File: config.mk
export PLATFORM = sky130hd
export DESIGN_NAME = conv_output_writeback
export DESIGN_NICKNAME = d
export VERILOG_FILES = /design/src/rtl/conv_wb_pkg.sv /design/src/rtl/conv_output_writeback_fifo.sv /design/src/rtl/conv_output_writeback.sv
export SDC_FILE = /design/constraint.sdc
export NUM_CORES = 1
export LEC_CHECK = 0
export CORE_MARGIN = 10
export CORE_UTILIZATION = 33
export DETAILED_ROUTE_END_ITERATION = 16
export PLACE_DENSITY = 0.5
export SYNTH_ARGS = -nofsm -noshare
export SYNTH_HDL_FRONTEND = slang
export SYNTH_SLANG_ARGS = --single-unit
File: constraint.sdc
create_clock -name clk -period 3.34 [get_ports clk]
set_clock_uncertainty 0.1 [all_clocks]
set_input_delay 0.668 -clock clk [delete_from_list [all_inputs] [get_ports clk]]
set_output_delay 0.668 -clock clk [all_outputs]
set_load 0.05 [all_outputs]
File: src/rtl/conv_wb_pkg.sv
// Shared types for the convolution output writeback path.
// Entry field widths match the default external memory geometry (1<<20 x 32).
package conv_wb_pkg;

   localparam int WB_ADDR_W = 20;
   localparam int WB_DATA_W = 32;

   typedef enum logic [1:0] {
      IDLE,
      RUN,
      DONE
   } wb_state_t;

   typedef struct packed {
      logic [WB_ADDR_W-1:0] addr;
      logic [WB_DATA_W-1:0] wdata;
   } wb_entry_t;

   function automatic int map_total(input int w, input int h, input int c);
      return w * h * c;
   endfunction

   // One extra bit so the coordinate bus can carry out-of-range values.
   function automatic int coord_width(input int n);
      return $clog2(n) + 1;
   endfunction

endpackage

File: src/rtl/conv_output_writeback_fifo.sv
// Small synchronous write buffer of address/data entries with full/empty flags.
module wb_fifo
   import conv_wb_pkg::*;
#(
   parameter int DEPTH = 4
) (
   input  logic      clk,
   input  logic      rst,
   input  logic      push,
   input  wb_entry_t push_data,
   input  logic      pop,
   output wb_entry_t head,
   output logic      full,
   output logic      empty
);

   localparam int PW = $clog2(DEPTH);
   localparam int CW = PW + 1;

   wb_entry_t       mem [DEPTH];
   logic [PW-1:0]   wr_ptr;
   logic [PW-1:0]   rd_ptr;
   logic [CW-1:0]   count;
   logic            do_push;
   logic            do_pop;

   assign full    = (count == CW'(DEPTH));
   assign empty   = (count == '0);
   assign do_push = push && !full;
   assign do_pop  = pop && !empty;
   assign head    = mem[rd_ptr];

   // Storage carries no reset; the pointers and count decide what is valid.
   always_ff @(posedge clk) begin
      if (do_push) begin
         mem[wr_ptr] <= push_data;
      end
   end

   always_ff @(posedge clk or posedge rst) begin
      if (rst) begin
         wr_ptr <= '0;
         rd_ptr <= '0;
         count  <= '0;
      end else begin
         if (do_push) begin
            wr_ptr <= wr_ptr + PW'(1);
         end
         if (do_pop) begin
            rd_ptr <= rd_ptr + PW'(1);
         end
         case ({do_push, do_pop})
            2'b10:   count <= count + CW'(1);
            2'b01:   count <= count - CW'(1);
            default: count <= count;
         endcase
      end
   end

endmodule

File: src/rtl/conv_output_writeback.sv
// Rescales accumulator results, buffers them, and writes one output feature map
// to external memory in channel-major order while tracking completion.
module conv_output_writeback
   import conv_wb_pkg::*;
#(
   parameter int IO_DATA_WIDTH      = 16,
   parameter int ACCUMULATION_WIDTH = 32,
   parameter int EXT_MEM_HEIGHT     = 1 << 20,
   parameter int EXT_MEM_WIDTH      = 32,
   parameter int FEATURE_MAP_WIDTH  = 64,
   parameter int FEATURE_MAP_HEIGHT = 64,
   parameter int OUTPUT_NB_CHANNELS = 32,
   parameter int OUT_SHIFT          = 8,
   parameter int OUT_BASE_ADDR      = 0,
   parameter int FIFO_DEPTH         = 4
) (
   input  logic                                   clk,
   input  logic                                   arst_in,
   input  logic                                   start,
   input  logic [ACCUMULATION_WIDTH-1:0]          acc_data,
   input  logic                                   acc_valid,
   output logic                                   acc_ready,
   input  logic [$clog2(FEATURE_MAP_WIDTH):0]     acc_x,
   input  logic [$clog2(FEATURE_MAP_HEIGHT):0]    acc_y,
   input  logic [$clog2(OUTPUT_NB_CHANNELS):0]    acc_ch,
   output logic                                   mem_we,
   input  logic                                   mem_ready,
   output logic [$clog2(EXT_MEM_HEIGHT)-1:0]      mem_addr,
   output logic [EXT_MEM_WIDTH-1:0]               mem_wdata,
   output logic                                   busy,
   output logic                                   done,
   output logic                                   coord_err,
   output logic [$clog2(FEATURE_MAP_WIDTH*FEATURE_MAP_HEIGHT*OUTPUT_NB_CHANNELS):0] written_cnt
);

   localparam int TOTAL  = map_total(FEATURE_MAP_WIDTH, FEATURE_MAP_HEIGHT, OUTPUT_NB_CHANNELS);
   localparam int CNT_W  = $clog2(TOTAL) + 1;
   localparam int ADDR_W = $clog2(EXT_MEM_HEIGHT);
   localparam int SUM_W  = ACCUMULATION_WIDTH + 1;
   localparam int XW     = coord_width(FEATURE_MAP_WIDTH);
   localparam int YW     = coord_width(FEATURE_MAP_HEIGHT);
   localparam int CHW    = coord_width(OUTPUT_NB_CHANNELS);

   localparam logic [XW-1:0]  X_LIM  = XW'(FEATURE_MAP_WIDTH);
   localparam logic [YW-1:0]  Y_LIM  = YW'(FEATURE_MAP_HEIGHT);
   localparam logic [CHW-1:0] CH_LIM = CHW'(OUTPUT_NB_CHANNELS);

   // Half an output LSB; collapses to zero when no shift is applied.
   localparam logic signed [SUM_W-1:0] ROUND_BIAS = SUM_W'((SUM_W'(1) << OUT_SHIFT) >> 1);
   localparam logic signed [SUM_W-1:0] SAT_MAX    = SUM_W'((1 << (IO_DATA_WIDTH - 1)) - 1);
   localparam logic signed [SUM_W-1:0] SAT_MIN    = ~SAT_MAX;

   wb_state_t                   state;
   wb_entry_t                   push_entry;
   wb_entry_t                   head;
   logic                        fifo_full;
   logic                        fifo_empty;
   logic                        coord_ok;
   logic                        accept;
   logic                        push;
   logic                        pop;
   logic signed [SUM_W-1:0]     acc_ext;
   logic signed [SUM_W-1:0]     rounded;
   logic signed [SUM_W-1:0]     shifted;
   logic signed [IO_DATA_WIDTH-1:0] sat_val;
   logic [ADDR_W-1:0]           push_addr;

   assign coord_ok  = (acc_x < X_LIM) && (acc_y < Y_LIM) && (acc_ch < CH_LIM);
   assign acc_ready = (state == RUN) && !fifo_full;
   assign accept    = acc_valid && acc_ready;
   assign push      = accept && coord_ok;
   assign mem_we    = !fifo_empty;
   assign pop       = mem_we && mem_ready;
   assign busy      = (state == RUN);

   assign acc_ext = {acc_data[ACCUMULATION_WIDTH-1], acc_data};
   assign rounded = acc_ext + ROUND_BIAS;
   assign shifted = rounded >>> OUT_SHIFT;

   always_comb begin
      sat_val = shifted[IO_DATA_WIDTH-1:0];
      if (shifted > SAT_MAX) begin
         sat_val = SAT_MAX[IO_DATA_WIDTH-1:0];
      end else if (shifted < SAT_MIN) begin
         sat_val = SAT_MIN[IO_DATA_WIDTH-1:0];
      end
   end

   // Modular arithmetic in the address width gives the required wrap for free.
   assign push_addr = ADDR_W'(OUT_BASE_ADDR)
                    + ((ADDR_W'(acc_ch) * ADDR_W'(FEATURE_MAP_HEIGHT) + ADDR_W'(acc_y))
                       * ADDR_W'(FEATURE_MAP_WIDTH))
                    + ADDR_W'(acc_x);

   assign push_entry.addr  = WB_ADDR_W'(push_addr);
   assign push_entry.wdata = WB_DATA_W'({{(EXT_MEM_WIDTH-IO_DATA_WIDTH){sat_val[IO_DATA_WIDTH-1]}}, sat_val});

   wb_fifo #(
      .DEPTH (FIFO_DEPTH)
   ) u_fifo (
      .clk       (clk),
      .rst       (arst_in),
      .push      (push),
      .push_data (push_entry),
      .pop       (pop),
      .head      (head),
      .full      (fifo_full),
      .empty     (fifo_empty)
   );

   // Stale storage behind an empty buffer must not leak onto the memory bus.
   assign mem_addr  = fifo_empty ? '0 : ADDR_W'(head.addr);
   assign mem_wdata = fifo_empty ? '0 : EXT_MEM_WIDTH'(head.wdata);

   always_ff @(posedge clk or posedge arst_in) begin
      if (arst_in) begin
         state       <= IDLE;
         written_cnt <= '0;
         done        <= 1'b0;
         coord_err   <= 1'b0;
      end else begin
         case (state)
            IDLE, DONE: begin
               if (start) begin
                  state       <= RUN;
                  written_cnt <= '0;
                  done        <= 1'b0;
                  coord_err   <= 1'b0;
               end
            end
            RUN: begin
               if (accept && !coord_ok) begin
                  coord_err <= 1'b1;
               end
               if (pop) begin
                  written_cnt <= written_cnt + CNT_W'(1);
                  if (written_cnt == CNT_W'(TOTAL - 1)) begin
                     state <= DONE;
                     done  <= 1'b1;
                  end
               end
            end
            default: state <= IDLE;
         endcase
      end
   end

endmodule
==> Word level (Yosys, flattened, before mapping) <==
Memory sizes are Yosys's and may differ from the RTL's.
Index checks and enable logic that the tools add are counted.
{ "totals": {"register_bits": 29, "ramBits": 208, "inputBits": 57, "out_inout_bits": 75, "wordCells": 72, "memories": 1} }
{ "op_classes": {"n_addsub": 8, "order_cmp": 5, "eq_ne": 10, "muxes": 20, "n_reduce_logical": 21} }
{ "memory_table": {"columns": ["memory", "depth", "width", "read_ports", "rd_clocked_by_memory_dff", "write_ports", "line_no", "text"], "rows": [
  ["u_fifo.mem", 4, 52, 1, 0, 1, "conv_output_writeback_fifo.sv:20", "wb_entry_t mem [DEPTH];"]
]} }
{ "op_table": {"columns": ["cell", "count"], "rows": [
  ["18-bit two-way mux", 2],
  ["18-bit case mux with 2 select lines", 1],
  ["32-bit by 9-bit adder with 33-bit output (second input constant)", 1],
  ["16-bit two-way mux", 2],
  ["32-bit two-way mux", 1],
  ["25-bit by 16-bit greater-than comparator with 1-bit output (second input constant)", 1],
  ["25-bit by 16-bit less-than comparator with 1-bit output (second input constant)", 1],
  ["19-bit by 7-bit adder with 20-bit output", 1],
  ["20-bit two-way mux", 1],
  ["18-bit by 1-bit adder with 18-bit output (second input constant)", 1],
  ["18-bit by 17-bit == test with 1-bit output (second input constant)", 1],
  ["7-bit less-than comparator (second input constant)", 2],
  ["12-bit by 7-bit adder with 13-bit output", 1],
  ["1-bit logical AND", 9],
  ["3-bit AND reduction", 3],
  ["6-bit less-than comparator (second input constant)", 1],
  ["1-bit two-way mux", 6],
  ["2-bit two-way mux", 3],
  ["2-bit by 1-bit != test with 1-bit output (second input constant)", 3],
  ["3-bit case mux with 2 select lines", 1],
  ["2-bit by 1-bit adder with 2-bit output (second input constant)", 2],
  ["2-bit by 1-bit == test with 1-bit output (second input constant)", 2],
  ["2-bit == test (second input constant)", 2],
  ["1-bit case mux with 2 select lines", 2],
  ["11 further kinds", 14]
]} }

==> Logic depth before layout (Yosys ltp) <==
Gate-level depths: netlist (run 1).
{ "depth": {"word_depth": 8, "ltp_mapped": 11} }

==> Modules after synthesis <==
Synthesis (run 1) repeated with hierarchy kept, for this count alone.
{ "unflattened": {"cells_unflattened": 642, "area_unflattened_um2": 10531.4} }
{ "modules_own_cells": {"columns": ["mod", "instances", "cells_per_inst", "area_per_inst_um2"], "rows": [
  ["wb_fifo", 1, 310, 7998.9],
  ["conv_output_writeback", 1, 332, 2532.4]
]} }

==> Worst setup path after synthesis (run 1) <==
Ideal clock, no wire load.
{ "synth_path": {"kind": "reg-to-reg", "startpoint": "reg state[1]", "endpoint": "mem u_fifo.mem[0][0] (netlist name) (enable)", "setup_ps": 397, "t_arrival_ps": 2811, "setup_slack_ps": 33, "stages_incl_launch_ff": 6, "period_less_slack_ps": 3307, "cell_sequence": "dfrtp_1 nand2b_1 a31oi_1 and3_1 clkbuf_1 and2_1"} }
{ "synth_via": {"elab_chain_len": 7} }
{ "synth_rtl": {"columns": ["element", "line_no", "text"], "rows": [
  ["start, declared", "conv_output_writeback.sv:53", "wb_state_t state;"],
  ["start signal, assigned", "conv_output_writeback.sv:117", "state <= IDLE;"],
  ["start signal, assigned", "conv_output_writeback.sv:125", "state <= RUN;"],
  ["start signal, assigned", "conv_output_writeback.sv:138", "state <= DONE;"],
  ["2-bit by 1-bit == test with 1-bit output", "conv_output_writeback.sv:69", "assign acc_ready = (state == RUN) && !fifo_full;"],
  ["1-bit logical AND", "conv_output_writeback.sv:69", null],
  ["via acc_ready", "conv_output_writeback.sv:22", "output logic acc_ready,"],
  ["1-bit logical AND", "conv_output_writeback.sv:70", "assign accept = acc_valid && acc_ready;"],
  ["1-bit logical AND", "conv_output_writeback.sv:71", "assign push = accept && coord_ok;"],
  ["1-bit logical AND", "conv_output_writeback_fifo.sv:29", "assign do_push = push && !full;"],
  ["1-bit two-way mux", "conv_output_writeback_fifo.sv:35", "if (do_push) begin"],
  ["1-bit two-way mux (implied by the code)", "conv_output_writeback_fifo.sv:36", "mem[wr_ptr] <= push_data;"],
  ["end, declared", "conv_output_writeback_fifo.sv:20", null]
]} }
The timed path passes the listed nets, and every way through them passes these cells.

==> Worst setup path in the final report (run 1) <==
{ "layout_path": {"startpoint": "reg u_fifo.rd_ptr[0]", "endpoint": "out mem_wdata[26]"} }
{ "layout_via": {"elab_chain_len": 2} }
{ "layout_rtl": {"columns": ["element", "line_no", "text"], "rows": [
  ["start, declared", "conv_output_writeback_fifo.sv:22", "logic [PW-1:0] rd_ptr;"],
  ["start signal, assigned", "conv_output_writeback_fifo.sv:50", "rd_ptr <= rd_ptr + PW'(1);"],
  ["memory read 4 x 52 bit", null, null],
  ["32-bit two-way mux", "conv_output_writeback.sv:113", "assign mem_wdata = fifo_empty ? '0 : EXT_MEM_WIDTH'(head.wdata);"],
  ["end, declared", "conv_output_writeback.sv:29", "output logic [EXT_MEM_WIDTH-1:0] mem_wdata,"]
]} }
No other way between the ends.

==> results.json, run 1 <==
{
  "period_minus_slack_ns": 3.11,
  "gpl.final_weighted_congestion": 0.814,
  "crit_slowest_cell": "dfrtp_2",
  "cellLeakagePower_nw": 3.95,
  "tritoncts_buffers": 17,
  "maximum_number_of_pins_on_one_net_before_global_route_repair": 37,
  "count_of_placed_standard_cells_in_the_final_layout_fillers_left_out": 1081,
  "num_io_pins": 132,
  "placement.io_buffers": 124,
  "cts_root_buffer": "clkbuf_16",
  "power.net_switching_mw": 3.63,
  "yosys-top-cells-count": "edfxtp_1, and2_1, mux4_2",
  "die-height_um": 179,
  "max_stage_delay_ns": 0.69,
  "drt_pre_antenna_iters": 4,
  "post-layout-total-power_mw": 8.99,
  "power.share.combinational_pct": 48.9,
  "globalRouteOverflowTotal": 0,
  "ir_drop_uv": 550,
  "wire_length_of_the_first_global_routing_pass_um": 31300,
  "clkSinkCount": 173,
  "run_status": "complete, no violations",
  "cts.repair.resized": 0,
  "routedWlPerCell_um": 18.3,
  "groute.usage.overall_pct": 12.6,
  "synthToLayoutAreaGrowth_pct": 31.5,
  "synth.cell_area_um2": 8320,
  "critPathMaxFanout": 17,
  "dominantRegCellSynth": "edfxtp_1",
  "antenna_found_initial": 0,
  "die_area_um2": 31900,
  "postLayoutCoreUtil_pct": 43.8,
  "pre_cts_slack_ns": -0.0877,
  "cts_htree_levels": 4,
  "worst_slew_pin_slew_ns": 0.823,
  "synth_top_cell_area_share_pct": 52.0,
  "regArea_um2": 5050,
  "grt_pass1_vias": 5678,
  "layout_setup_ws_ns": 0.226,
  "final_hold_viol_count": 0,
  "multiInputGateArea_um2": 2940,
  "dr_iter_0_viols": 316,
  "finish.instance_area_um2": 10900,
  "dpl.hpwl_um": 14000,
  "setup-tns-final_ns": 0,
  "cts-hold-fix-buffers": 0,
  "numPlacedInstances": 1049,
  "grt_setup_unrepaired": "no",
  "max_slew_margin_pct": 45.1,
  "synthDominantAreaCellType": "edfxtp_1",
  "p_clk_share_pct": 21.9,
  "pwr-share-seq_pct": 29.2,
  "die_width_um": 179,
  "clk_latency_ns": 0.42,
  "cts.clk_slew.worst_paths_ns": 0.07,
  "fillers": 2307,
  "total_setup_buffers_inserted_after_cts": 0,
  "p_int_mw": 5.36,
  "final_max_slew_viol_count": 0,
  "number_of_antenna_diodes": 0,
  "layout.nets": 807,
  "fmax_mhz": 321,
  "clock_path_buffers": 2,
  "via_count": 5258,
  "syn-instance-count": 578,
  "ys_seq_area_share_pct": 60.7,
  "synthesis.yosys.warnings": 0,
  "hold_path_class": "flip-flop to flip-flop",
  "finalHoldWorstSlack_ns": 0.413,
  "num_rows": 58,
  "drt_drc_violations_left": 0,
  "most_instantiated_library_cell_after_synthesis": "edfxtp_1",
  "worst_ep_required_time_ns": 2.57,
  "postSynthRegisterBits": 173,
  "share_of_cells_above_drive_strength_1_pct": 26.5,
  "maxCapViolations": 0,
  "setup_viol": 0,
  "initial_utilization_pct": 33.3,
  "p_per_area_nw_per_um2": 823,
  "power.share.switching_pct": 40.4,
  "worst-setup-path-type": "flip-flop to output port",
  "worst_setup_path_end_kind": "output port",
  "startpoint_type_of_the_worst_setup_path": "flip-flop",
  "placed_cell_area_um2": 10300,
  "synth.lib_cells_used.distinct": 58,
  "syn_area_per_cell_um2": 14.4,
  "async_reset_ff_share_pct": 16.8,
  "synth_edf_count": 144,
  "worst_ep_arrival_time_ns": 2.35,
  "drt.antenna.violating_nets": 0,
  "period_utilisation_layout_pct": 93.2,
  "cp_cell_sequence": "mux4_2 -> and2_1 -> buf_4 -> buf_12",
  "drt-total-wl_um": 19700,
  "via_per_inst": 4.86,
  "core_region_area_um2": 25000,
  "ys_top_cells_by_area": "edfxtp_1, mux4_2, dfrtp_1",
  "tritoncts": "built"
}
-- routing by layer --
metal  part of all wire (%)  vias to the layer above  GRT usage (%)
li1                       -                     2502              -
met1                     43                     2657           15.3
met2                     52                       88           21.9
met3                    4.5                       11           3.33
met4                   0.75                        0           3.24
met5                      0                        -              0
-- layout by cell type, fill, tap and decap left out, drive strengths merged, types with 8 or more instances in the layout --
cell           count
edfxtp           144
inv               19
clkbuf            19
clkdlybuf4s50     71
nand4              8
mux4              36
a21oi             13
xor2              23
ha                11
dfrtp             29
nor2              30
buf              109
xnor2             23
and2              43
o211ai            13
nand3             26
a31oi             16
and3              11
nand2             35
-- power by group through the flow --
stage | Clock [mW] | Combinational (mW) | Sequential [mW]
floorplan | 0 | 2.88 | 2.68
CTS | 2.02 | 4.50 | 2.64
global placement | 0 | 4.47 | 2.67
detailed placement | 0 | 4.49 | 2.68
global route | 2.12 | 4.65 | 2.65
finish | 1.97 | 4.40 | 2.63
-- kinds of logic (layout without fill, tap and decap cells) --
| kind of cell | count (synthesis) | in the layout | share of synthesized area, % |
|---|---|---|---|
| and+or+nand+nor | 189 | 189 | 12.7 |
| DFF | 173 | 173 | 60.7 |
| AOI/OAI and AO/OA | 64 | 64 | 5.67 |
| buffers and inverters | 55 | 225 | 4.12 |
| xor gates and xnor gates | 46 | 46 | 4.84 |
| muxes | 38 | 38 | 10.0 |
| adders and majority gates | 12 | 12 | 1.90 |
| other | 1 | 4 | 0.0451 |
-- sequential cells by signal, summed over array words and instances, names as in the netlist --
register	cells
coord_err	1
done	1
state	2
u_fifo.count	3
u_fifo.mem	144
u_fifo.rd_ptr	2
u_fifo.wr_ptr	2
written_cnt	18
-- critical path: cells and delay by family (launching register included) --
kind	cells	cell delay, ns
flops	1	0.69
mux	1	0.56
simple gates	1	0.17
buf+inv	2	0.49
-- worst paths after layout --
path	from	end	slack (ns)	depth (start not counted)
max reg2reg	state[1]$_DFFE_PP0P_	written_cnt[15]$_DFFE_PP0P_	1.17	8
min reg2reg	u_fifo.count[0]$_DFFE_PP0P_	u_fifo.count[0]$_DFFE_PP0P_	0.41	1
max	u_fifo.rd_ptr[0]$_DFFE_PP0P_	mem_wdata[26]	0.23	4
max in group asynchronous	arst_in	written_cnt[15]$_DFFE_PP0P_	1.88	3
min in group asynchronous	arst_in	coord_err$_DFFE_PP0P_	0.60	2
min	u_fifo.count[0]$_DFFE_PP0P_	u_fifo.count[0]$_DFFE_PP0P_	0.41	1
-- layout make-up --
class / instances / area share [%]
sequential: 173 / 46.2
multi-input combinational: 353 / 26.9
timing repair buffer: 180 / 17.3
clock buffer: 19 / 3.96
tap: 330 / 3.78
clock inverter: 13 / 1.42
inverter: 13 / 0.446
(Power assumes the default switching activity.)
==> inputs of run 2 (changes only) <==
- CORE_ASPECT_RATIO: not set -> 0.9
==> run 2 against run 1 <==
Clock power down 4%; critical path type unchanged; core utilization down 0.074 points; routed wire length down 1.4%; power down 1.5%; die area about the same; largest cell class unchanged; design area down 0.10%; sequential power about the same.
==> results.json, run 2 (same netlist as run 1, synthesis figures left out) <==
{
  "final_max_slew_viol_count": 0,
  "max_slew_margin_pct": 54.1,
  "critPathMaxFanout": 17,
  "die_area_um2": 32000,
  "tritoncts": "built",
  "run_status": "complete, no violations",
  "die_width_um": 187,
  "startpoint_type_of_the_worst_setup_path": "flip-flop",
  "final_hold_viol_count": 0,
  "worst-setup-path-type": "flip-flop to output port",
  "cts_htree_levels": 4,
  "cts_root_buffer": "clkbuf_16",
  "cellLeakagePower_nw": 3.93,
  "initial_utilization_pct": 33.3,
  "globalRouteOverflowTotal": 0,
  "via_count": 5243,
  "drt.antenna.violating_nets": 0,
  "worst_ep_required_time_ns": 2.57,
  "largest_register_ff_count": 144,
  "finalHoldWorstSlack_ns": 0.428,
  "num_rows": 55,
  "maximum_number_of_pins_on_one_net_before_global_route_repair": 30,
  "routedWlPerCell_um": 17.8,
  "core_region_area_um2": 25000,
  "drt_pre_antenna_iters": 5,
  "period_utilisation_layout_pct": 90.5,
  "p_clk_share_pct": 21.4,
  "period_minus_slack_ns": 3.02,
  "cts-hold-fix-buffers": 0,
  "antenna_found_initial": 0,
  "synthToLayoutAreaGrowth_pct": 31.3,
  "die-height_um": 171,
  "gpl.final_weighted_congestion": 0.797,
  "maxCapViolations": 0,
  "wire_length_of_the_first_global_routing_pass_um": 30900,
  "number_of_antenna_diodes": 0,
  "grt_pass1_vias": 5617,
  "share_of_cells_above_drive_strength_1_pct": 26.1,
  "drt_drc_violations_left": 0,
  "layout.nets": 806,
  "power.share.combinational_pct": 49.1,
  "groute.usage.overall_pct": 12.4,
  "drt-total-wl_um": 19500,
  "setup-tns-final_ns": 0,
  "clkSinkCount": 173,
  "dpl.hpwl_um": 14100,
  "most-common-layout-cells": "edfxtp_1, buf_4, clkdlybuf4s50_1",
  "top_register": "u_fifo.mem",
  "p_per_area_nw_per_um2": 811,
  "total_setup_buffers_inserted_after_cts": 0,
  "setup_viol": 0,
  "fmax_mhz": 331,
  "cts.repair.resized": 0,
  "hold_path_class": "flip-flop to flip-flop",
  "clk_latency_ns": 0.42,
  "cts.clk_slew.worst_paths_ns": 0.06,
  "p_int_mw": 5.28,
  "worst_ep_arrival_time_ns": 2.26,
  "worst_slew_pin_slew_ns": 0.678,
  "placement.io_buffers": 124,
  "pwr-share-seq_pct": 29.6,
  "tritoncts_buffers": 17,
  "mostFrequentLayoutCell": "edfxtp_1",
  "power.share.switching_pct": 40.4,
  "worst_setup_path_end_kind": "output port",
  "power.net_switching_mw": 3.58,
  "num_io_pins": 132,
  "ir_drop_uv": 508,
  "dr_iter_0_viols": 315,
  "clock_path_buffers": 2,
  "via_per_inst": 4.80,
  "grt_setup_unrepaired": "no",
  "registers_with_the_most_flip_flops": "u_fifo.mem: 144 flops, written_cnt: 18 flops, u_fifo.count: 3 flops"
}
## run 2: cell count changes in the layout (fill, tap and decap cells not counted)
cell      change
inv_8         -2
clkinv_2      +1
clkinv_1      +4
buf_4         -1
clkbuf_1      -2
clkinv_4      -1
## run 2: metrics by stage
stage               total power, mW  cell area (um^2)  cells  worst slack (ns)  utilization, %
floorplan                      5.56              8330    581            0.0326               -
finish                         8.86             10900   1092             0.317            43.7
global placement               7.05             10400   1060           0.00435            41.4
global route                   9.25             10900   1092             0.188            43.7
CTS                            9.00             10900   1092             0.258            43.7
detailed placement             7.08             10400   1060            -0.102            41.4
## run 2: worst paths after layout
path,to,start,slack [ns],cells past startpoint
setup / recovery,mem_wdata[24],u_fifo.rd_ptr[0]$_DFFE_PP0P_,0.32,4
hold / removal,done$_DFFE_PP0P_,done$_DFFE_PP0P_,0.43,2
setup reg to reg,u_fifo.count[2]$_DFFE_PP0P_,state[1]$_DFFE_PP0P_,1.14,10
hold reg to reg,done$_DFFE_PP0P_,done$_DFFE_PP0P_,0.43,2
max in group asynchronous,u_fifo.rd_ptr[0]$_DFFE_PP0P_,arst_in,2.29,3
min in group asynchronous,state[1]$_DFFE_PP0P_,arst_in,0.54,3
## run 2: cell type report
class,count,area (um^2)
multi-input combinational,353,2940
inverter,13,48.8
clock inverter,15,144
timing repair buffer,179,1880
sequential,173,5050
fill,2223,14100
tap,342,428
clock buffer,17,425
## run 2: worst max-delay path, cell delays in order (launching register included)
cell and delay, ns:
dfrtp_2 0.60, mux4_2 0.54, and2_1 0.19, buf_4 0.28
buf_12 0.21
## run 2: routing by layer
metal,track usage (%),wire length (um)
met1,15.7,8790
met2,20.4,9430
met3,3.26,1000
met4,3.75,227
met5,0,0
## run 2: power groups by stage
| stage | clock network, mW | logic [mW] | registers (mW) |
|---|---|---|---|
| 5_1_grt | 2.03 | 4.58 | 2.64 |
| 6_report | 1.89 | 4.35 | 2.62 |
| 2_1_floorplan | 0 | 2.88 | 2.68 |
| 3_5_place_dp | 0 | 4.41 | 2.67 |
| 4_1_cts | 1.95 | 4.42 | 2.63 |
| 3_3_place_gp | 0 | 4.39 | 2.67 |
